## src/rtl/gf2m_arith_unit.sv

```systemverilog
// GF(2^M) arithmetic unit: bit-serial MSB-first multiply, single-cycle
// square-and-reduce, and their combinations (MUL, SQR, MSQR, MULSQR).
module gf2m_arith_unit #(
    parameter int             M    = 163,
    parameter logic [M-1:0]   POLY = 163'hC9,
    parameter int             KW   = 8
) (
    input  logic          clk,
    input  logic          rst,
    input  logic          start,
    input  logic [1:0]    op,
    input  logic [KW-1:0] k,
    input  logic [M-1:0]  A,
    input  logic [M-1:0]  B,
    output logic [M-1:0]  C,
    output logic          busy,
    output logic          done
);

    localparam int CW = $clog2(M);

    localparam logic [1:0] OP_MUL    = 2'b00;
    localparam logic [1:0] OP_SQR    = 2'b01;
    localparam logic [1:0] OP_MSQR   = 2'b10;
    localparam logic [1:0] OP_MULSQR = 2'b11;

    typedef enum logic [1:0] {S_IDLE, S_MUL, S_SQ, S_FIN} state_t;

    state_t          state_reg;
    logic [M-1:0]    z_reg;
    logic [M-1:0]    a_reg;
    logic [M-1:0]    b_reg;
    logic [1:0]      op_reg;
    logic [KW-1:0]   k_reg;
    logic [CW-1:0]   bit_cnt_reg;
    logic [KW-1:0]   sq_cnt_reg;

    logic [M-1:0]    z_shift;
    logic [M-1:0]    z_mul_next;
    logic [2*M-2:0]  sq_wide;
    logic [2*M-2:0]  sq_red;
    logic [M-1:0]    z_sq_next;

    // One interleaved multiply step: Z*x mod f, then add A when the current B bit is set
    always_comb begin
        z_shift    = {z_reg[M-2:0], 1'b0} ^ (z_reg[M-1] ? POLY : '0);
        z_mul_next = z_shift ^ (b_reg[bit_cnt_reg] ? a_reg : '0);
    end

    // Squaring in GF(2) is just spreading the bits onto even positions
    generate
        for (genvar gi = 0; gi < M; gi++) begin : g_spread_even
            assign sq_wide[2*gi] = z_reg[gi];
        end
        for (genvar gi = 0; gi < M - 1; gi++) begin : g_spread_odd
            assign sq_wide[2*gi+1] = 1'b0;
        end
    endgenerate

    // Fold the high half back down from the top so every term lands below degree M
    always_comb begin
        sq_red = sq_wide;
        for (int j = 2*M-2; j >= M; j--) begin
            if (sq_red[j]) begin
                sq_red[j-M +: M+1] = sq_red[j-M +: M+1] ^ {1'b1, POLY};
            end
        end
        z_sq_next = sq_red[M-1:0];
    end

    // Control FSM with registered result, busy and done
    always_ff @(posedge clk or negedge rst) begin
        if (!rst) begin
            state_reg   <= S_IDLE;
            z_reg       <= '0;
            a_reg       <= '0;
            b_reg       <= '0;
            op_reg      <= OP_MUL;
            k_reg       <= '0;
            bit_cnt_reg <= '0;
            sq_cnt_reg  <= '0;
            C           <= '0;
            busy        <= 1'b0;
            done        <= 1'b0;
        end else begin
            done <= 1'b0;
            case (state_reg)
                S_IDLE: begin
                    if (start) begin
                        a_reg  <= A;
                        b_reg  <= B;
                        op_reg <= op;
                        k_reg  <= k;
                        busy   <= 1'b1;
                        case (op)
                            OP_MUL, OP_MULSQR: begin
                                z_reg       <= '0;
                                bit_cnt_reg <= CW'(M-1);
                                state_reg   <= S_MUL;
                            end
                            OP_SQR: begin
                                z_reg      <= A;
                                sq_cnt_reg <= KW'(1);
                                state_reg  <= S_SQ;
                            end
                            default: begin
                                z_reg      <= A;
                                sq_cnt_reg <= k;
                                // k=0 still needs one cycle: park in FIN to deliver A
                                state_reg  <= (k == '0) ? S_FIN : S_SQ;
                            end
                        endcase
                    end
                end
                S_MUL: begin
                    z_reg <= z_mul_next;
                    if (bit_cnt_reg == '0) begin
                        if (op_reg == OP_MULSQR && k_reg != '0) begin
                            sq_cnt_reg <= k_reg;
                            state_reg  <= S_SQ;
                        end else begin
                            C         <= z_mul_next;
                            done      <= 1'b1;
                            busy      <= 1'b0;
                            state_reg <= S_IDLE;
                        end
                    end else begin
                        bit_cnt_reg <= bit_cnt_reg - 1'b1;
                    end
                end
                S_SQ: begin
                    z_reg <= z_sq_next;
                    if (sq_cnt_reg == KW'(1)) begin
                        C         <= z_sq_next;
                        done      <= 1'b1;
                        busy      <= 1'b0;
                        state_reg <= S_IDLE;
                    end else begin
                        sq_cnt_reg <= sq_cnt_reg - 1'b1;
                    end
                end
                default: begin
                    C         <= z_reg;
                    done      <= 1'b1;
                    busy      <= 1'b0;
                    state_reg <= S_IDLE;
                end
            endcase
        end
    end

endmodule

```

## config.mk

```make
export PLATFORM = sky130hd
export DESIGN_NAME = gf2m_arith_unit
export DESIGN_NICKNAME = d
export VERILOG_FILES = /design/src/rtl/gf2m_arith_unit.sv
export SDC_FILE = /design/constraint.sdc
export NUM_CORES = 2
export LEC_CHECK = 0
export CORE_ASPECT_RATIO = 0.9
export CORE_MARGIN = 2
export CORE_UTILIZATION = 50
export DETAILED_ROUTE_END_ITERATION = 7
export PLACE_DENSITY = 0.75
export SETUP_SLACK_MARGIN = 0.2
export SLEW_MARGIN = 5
export SYNTH_ARGS = -nofsm -noshare
export SYNTH_HDL_FRONTEND = slang
export SYNTH_SLANG_ARGS = --single-unit
```

## constraint.sdc

```tcl
create_clock -name clk -period 7 [get_ports clk]
set_clock_uncertainty 0.05 [all_clocks]
set_input_delay 1.4 -clock clk [delete_from_list [all_inputs] [get_ports clk]]
set_output_delay 1.4 -clock clk [all_outputs]
set_load 0.05 [all_outputs]
```

; ---- Word level (Yosys, flattened, before mapping)
; Index checks and enable logic that the tools add are counted.
[word_totals]
reg_bits = 682
in_bits = 339
out_inout_bits = 165
word_cells = 409
[op_classes]
add_sub_neg = 2
order_cmp = 1
eq_ne = 15
n_mux = 199
bitwise_logic = 165
n_reduce_logical = 16
[ops]
columns = op, n
row1 = 8-bit two-way mux, 170
row2 = 163-bit two-way mux, 6
row3 = 163-bit case mux with 3 select lines, 2
row4 = 4-bit inverter, 162
row5 = 163-bit XOR, 1
row6 = 163-bit by 8-bit XOR with 163-bit output, 1
row7 = 8-bit case mux with 2 select lines, 2
row8 = 8-bit case mux with 3 select lines, 1
row9 = 8-bit logical NOT, 2
row10 = "2-bit != test, second input constant", 8
row11 = "8-bit by 1-bit subtractor with 8-bit output, second input constant", 2
row12 = 4-bit AND reduction, 3
row13 = "8-bit by 9-bit < comparator with 1-bit output, second input constant", 1
row14 = 1-bit two-way mux, 9
row15 = 1-bit binary-select mux with 8-bit select, 1
row16 = "8-bit by 1-bit equality test with 1-bit output, second input constant", 1
row17 = 2-bit two-way mux, 4
row18 = 8-bit nonzero test, 1
row19 = "2-bit equality test, second input constant", 3
row20 = 1-bit case mux with 3 select lines, 2
row21 = 2-bit case mux with 3 select lines, 1
row22 = 6-bit AND reduction, 1
row23 = "2-bit by 1-bit equality test with 1-bit output, second input constant", 2
row24 = 2-bit logical NOT, 2
row25 = other kinds (9), 10

; ---- Logic depth before layout (Yosys ltp)
[logic_depth]
word_depth = 326
depth_mapped = 15
mapped_depth_nobuf = 10

; ---- Least setup slack after synthesis
; Ideal clock, no wire load.
[synth_timing]
path_kind = input to register
startpoint = input port op[0]
endpoint = register z_reg[162]
setup_time_ps = 83
arrival_time_ps = 2841
required_time_ps = 6867
path_slack_ps = 4026
cell_stages = 8
n_path_buf = 2
cell_sequence = inv_1 ha_1 nor2_1 clkbuf_1 clkbuf_1 and3_1 a21oi_1 o21ai_0
[synth_via]
elab_chain_len = 5
word_cells_on_any_way = 6
cone_classes = 1 x eq/ne / 3 x mux / 2 x reduce/logical
[synth_lines]
columns = element, line
row1 = start: declaration, 11  ; input logic [1:0] op,
row2 = 2-bit equality test or 2-bit logical NOT (tied branches), 95  ; case (op)
row3 = 2-bit OR reduction (*), 95
row4 = 163-bit two-way mux (*), 95
row5 = 163-bit two-way mux (*), 89  ; if (start) begin
row6 = 163-bit case mux with 3 select lines (*), 87  ; case (state_reg)
row7 = end signal: assignment, 116  ; z_reg <= z_mul_next;
row8 = end signal: assignment, 132  ; z_reg <= z_sq_next;
row9 = end: declaration, 30  ; logic [M-1:0] z_reg;
; Mark *: on every way between the ends. The rest lies on a longest branch, timed or not. The select of a mux whose other input is x is not followed.
; A chain may end at the register's enable or synchronous reset.

; ---- Final worst setup path
[layout_timing]
startpoint = register bit_cnt_reg[0]
endpoint = register z_reg[90]
[layout_via]
elab_chain_len = 5
[layout_lines]
columns = element, line
row1 = start: declaration, 35  ; logic [CW-1:0] bit_cnt_reg;
row2 = start signal: assignment, 98  ; bit_cnt_reg <= CW'(M-1);
row3 = start signal: assignment, 128  ; bit_cnt_reg <= bit_cnt_reg - 1'b1;
row4 = 1-bit binary-select mux with 8-bit select, 47  ; z_mul_next = z_shift ^ (b_reg[bit_cnt_reg] ? a_reg : '0);
row5 = 1-bit two-way mux (not written as such), 47
row6 = 163-bit two-way mux, 47
row7 = 163-bit XOR, 47
row8 = 163-bit case mux with 3 select lines, 87
; Every way passes these cells. The select of a mux whose other input is x is not followed.

==> parameters.txt <==
Parameter                              Value

Logic synthesis
  Synth top area cells    sky130_fd_sc_hd__dfrtp_1 43%, sky130_fd_sc_hd__nand2_1 11%, sky130_fd_sc_hd__a21oi_1 4.4%, sky130_fd_sc_hd__xnor2_1 4.0%, sky130_fd_sc_hd__clkbuf_1 3.6%
  Syn. warnings    0
  Synthesized-area fraction occupied by xor and xnor cells    5.67%
  Async set or reset register ratio after synthesis    100%
  Number of register bits inferred by synthesis    682
  Total nets after synthesis    roughly 5.1k
  Count of distinct cell types in the synthesized netlist    54
  Share of synthesized area occupied by flip-flops and latches    42.8%
  Complex-gate fraction of the synthesized area    between 10% and 20%
  Largest family of logic cells by synthesized area    simple AND/OR/NAND/NOR gates
  Post-synth top flop    sky130_fd_sc_hd__dfrtp_1
  Area share of the largest cell type after synthesis    a little over two fifths
  Fraction of the mapped netlist area in adder cells    0.282%
  Synthesized instance count    4731
  Biggest area consumer among synthesized cells    sky130_fd_sc_hd__dfrtp_1
  Number of synthesized flops with an enable pin    0
  Mean Syn Cell Area    roughly 8.4 µm²
  Mapped Area    approximately 40000 µm²
  Simple-gate share of the synthesized area    29.9%
  Post-synthesis mux area share    2.34%

Worst hold path
  Path class of the lowest-slack min-delay path    register to register

Timing
  Final count of hold timing violations    0
  Worst hold margin    417 ps
  Final period util    64.7%
  Headroom to the max-slew limit    14.1%
  Setup repair after global routing missed its margin    no
  Worst-margin pin slew    1290 ps
  Final Slew Violations    0
  Final-report setup violation count    0
  Total negative slack for setup checks    0 ps
  Tmin final    between 4000 and 5000 ps
  Highest Clock Rate    about 0.22 GHz

Critical path
  Signal arrival time at the worst endpoint    4970 ps
  Maximum net fanout on the critical path    70
  Required time at the endpoint of the critical path    7440 ps
  Setup crit end kind    register
  Crit path launch type    register
  Critical path type    register to register

Clocking
  Htree depth    3
  CTS tree    done
  Clock net sink count    just under 700
  # resized after CTS    0
  Post-CTS setup repair buffer count    0
  Clock insertion delay at the later pin of the skew report    approximately 650 ps
  Root cell of the clock tree    sky130_fd_sc_hd__clkbuf_16
  Clock-pin slew on the worst setup and hold paths    60 ps
  Post-cts hold buffer count    0
  Clock Path Buffers    3
  Cts bufs inserted    78

Detailed routing
  M1 WL    between 50000 and 60000 µm
  TritonRoute pass-1 iters    6
  # DRC    0
  Top routing layer in use    met5
  Routed wirelength normalized by instance count    23.1 µm
  Metal2 WL    62000 µm
  Vias/cell    slightly above 6
  Total vias in the final route    37.0k
  Remaining number of nets flagged by the antenna check after routing    0
  Met3 WL    13700 µm
  DR iter-0 viols    4049
  Wirelength, routed    139000 µm

GRT
  Number of antenna violations at the first check in global routing    13
  Wire length of the first global-routing pass    214000 µm
  GRT Total Usage    33.3%
  Pin count of the biggest net entering global routing    246
  Gr ovfl total    0
  Number of global-route vias before repair    35.3k

Power
  Total power draw    22.0 mW
  Maximum ir drop on the vdd rail    0.668 mV
  Power per unit of standard cell area    461 nW/µm²
  Leakage power figure    20.7 nW

Place
  Cell Area, Placed    45000 µm²
  Half-perimeter wire length of the detailed placement result    89100 µm
  Last weighted congestion value of the routability-driven placer    between 0.8 and 0.9
  Number of buffers added on ports    between 500 and 600

Floorplan
  Starting Density    50.3%
  Core Rows    98
  Core outline area    79200 µm²
  Die Area    just over 80000 µm²
  Vert. Die Dim    272 µm
  Die boundary width    302 µm
  I/O Pins    ~500

Run status
  Outcome    completed

Finish
  Fill cell instance count of the final layout    6850
  Area growth from synthesis to layout    19.5%
  Fraction of the core area covered by cells at the end of the flow    between 60% and 70%
  Final Instance Area    47700 µm²
  Share of final-layout standard cells stronger than drive strength 1    ~7%
  Final nets    roughly 5.3k

Run
  Max-Cap Viols    0
==> cell usage after synthesis, types with 36 or more instances <==
cell,count
sky130_fd_sc_hd__and3b_1,116
sky130_fd_sc_hd__nor3_1,46
sky130_fd_sc_hd__nand3b_1,142
sky130_fd_sc_hd__inv_1,50
sky130_fd_sc_hd__and3_1,165
sky130_fd_sc_hd__or3_1,36
sky130_fd_sc_hd__o21ai_0,174
sky130_fd_sc_hd__xnor2_1,180
sky130_fd_sc_hd__clkbuf_1,386
sky130_fd_sc_hd__nand2_1,1198
sky130_fd_sc_hd__nor3b_1,170
sky130_fd_sc_hd__dfrtp_1,682
sky130_fd_sc_hd__o221ai_1,128
sky130_fd_sc_hd__a21oi_1,347
sky130_fd_sc_hd__o21ai_1,243
sky130_fd_sc_hd__and4_1,48
sky130_fd_sc_hd__nor2_1,190
sky130_fd_sc_hd__xor2_1,78
sky130_fd_sc_hd__nor3_2,125
==> metrics by stage <==
| step | setup slack [ps] | std cells |
|---|---|---|
| floorplan | 4030 | 4731 |
| global placement | 2670 | 5877 |
| detailed placement | 2480 | 5877 |
| CTS | 2500 | 6017 |
| global route | 2200 | 6024 |
| finish | 2470 | 6026 |
==> cell type report <==
cell class / instances / area, µm² / area share [%]
Clock buffer: 107 / 2210 / 4.64
Inverter: 50 / 188 / 0.394
Clock inverter: 33 / 443 / 0.929
Sequential cell: 682 / 17100 / 35.8
Timing Repair Buffer: 545 / 5540 / 11.6
Multi-Input combinational cell: 3550 / 20900 / 43.8
Antenna cell: 9 / 22.5 / 0.0472
Tap cell: 1050 / 1310 / 2.76
==> per-layer routing <==
| metal | vias up | GRT usage [%] |
|---|---|---|
| li1 | 16700 | - |
| met1 | 18100 | 45.7 |
| met2 | 1885 | 50.4 |
| met3 | 318 | 7.36 |
| met4 | 12 | 15.7 |
| met5 | - | 0 |
==> critical path, stage by stage, from the launching register on <==
cell,delay (ps)
sky130_fd_sc_hd__dfrtp_4,960
sky130_fd_sc_hd__mux4_2,580
sky130_fd_sc_hd__a311oi_1,250
sky130_fd_sc_hd__and3_1,190
sky130_fd_sc_hd__a21oi_1,80
sky130_fd_sc_hd__o311ai_4,360
sky130_fd_sc_hd__buf_4,620
sky130_fd_sc_hd__buf_4,650
sky130_fd_sc_hd__nor2_1,140
sky130_fd_sc_hd__nor3_2,250
sky130_fd_sc_hd__o21ai_1,110
==> final timing paths <==
path	from	to	slack, ps	cells after the start
setup reg to reg	bit_cnt_reg[0]	z_reg[90]	2470	10
max in group asynchronous	rst	z_reg[37]	4980	2
hold / removal	b_reg[161]	b_reg[161]	420	2
hold reg to reg	b_reg[161]	b_reg[161]	420	2
min in group asynchronous	rst	C[130]	610	1
setup / recovery	bit_cnt_reg[0]	z_reg[90]	2470	10
==> cells by family (layout without fill, tap and decap cells) <==
kind of cell,Yosys count,in the layout
xor gates and xnor gates,258,258
other,0,9
DFF,682,682
AOI/OAI and AO/OA,962,962
adders and majority gates,9,9
and+or+nand+nor,2268,2268
muxes,53,53
buffers and inverters,499,735
==> cell usage in the layout, fill, tap and decap left out, types with 46 or more instances in the layout <==
cell                              count
sky130_fd_sc_hd__and3b_1            116
sky130_fd_sc_hd__nand2_1           1195
sky130_fd_sc_hd__nor3b_1            170
sky130_fd_sc_hd__inv_1               50
sky130_fd_sc_hd__o21ai_1            243
sky130_fd_sc_hd__xor2_1              78
sky130_fd_sc_hd__dfrtp_1            681
sky130_fd_sc_hd__o21ai_0            174
sky130_fd_sc_hd__nor3_2             125
sky130_fd_sc_hd__nor2_1             188
sky130_fd_sc_hd__clkbuf_16           78
sky130_fd_sc_hd__and3_1             165
sky130_fd_sc_hd__a21oi_1            347
sky130_fd_sc_hd__nand3b_1           142
sky130_fd_sc_hd__and4_1              48
sky130_fd_sc_hd__clkdlybuf4s50_1    502
sky130_fd_sc_hd__xnor2_1            180
sky130_fd_sc_hd__o221ai_1           128
sky130_fd_sc_hd__nor3_1              46
==> power by group <==
group	total, mW	internal [mW]	switching, mW
combinational	10.3	3.58	6.74
sequential	7.37	5.49	1.87
clock	4.28	2.46	1.82
total	22.0	11.5	10.4
(Power assumes the default switching activity.)
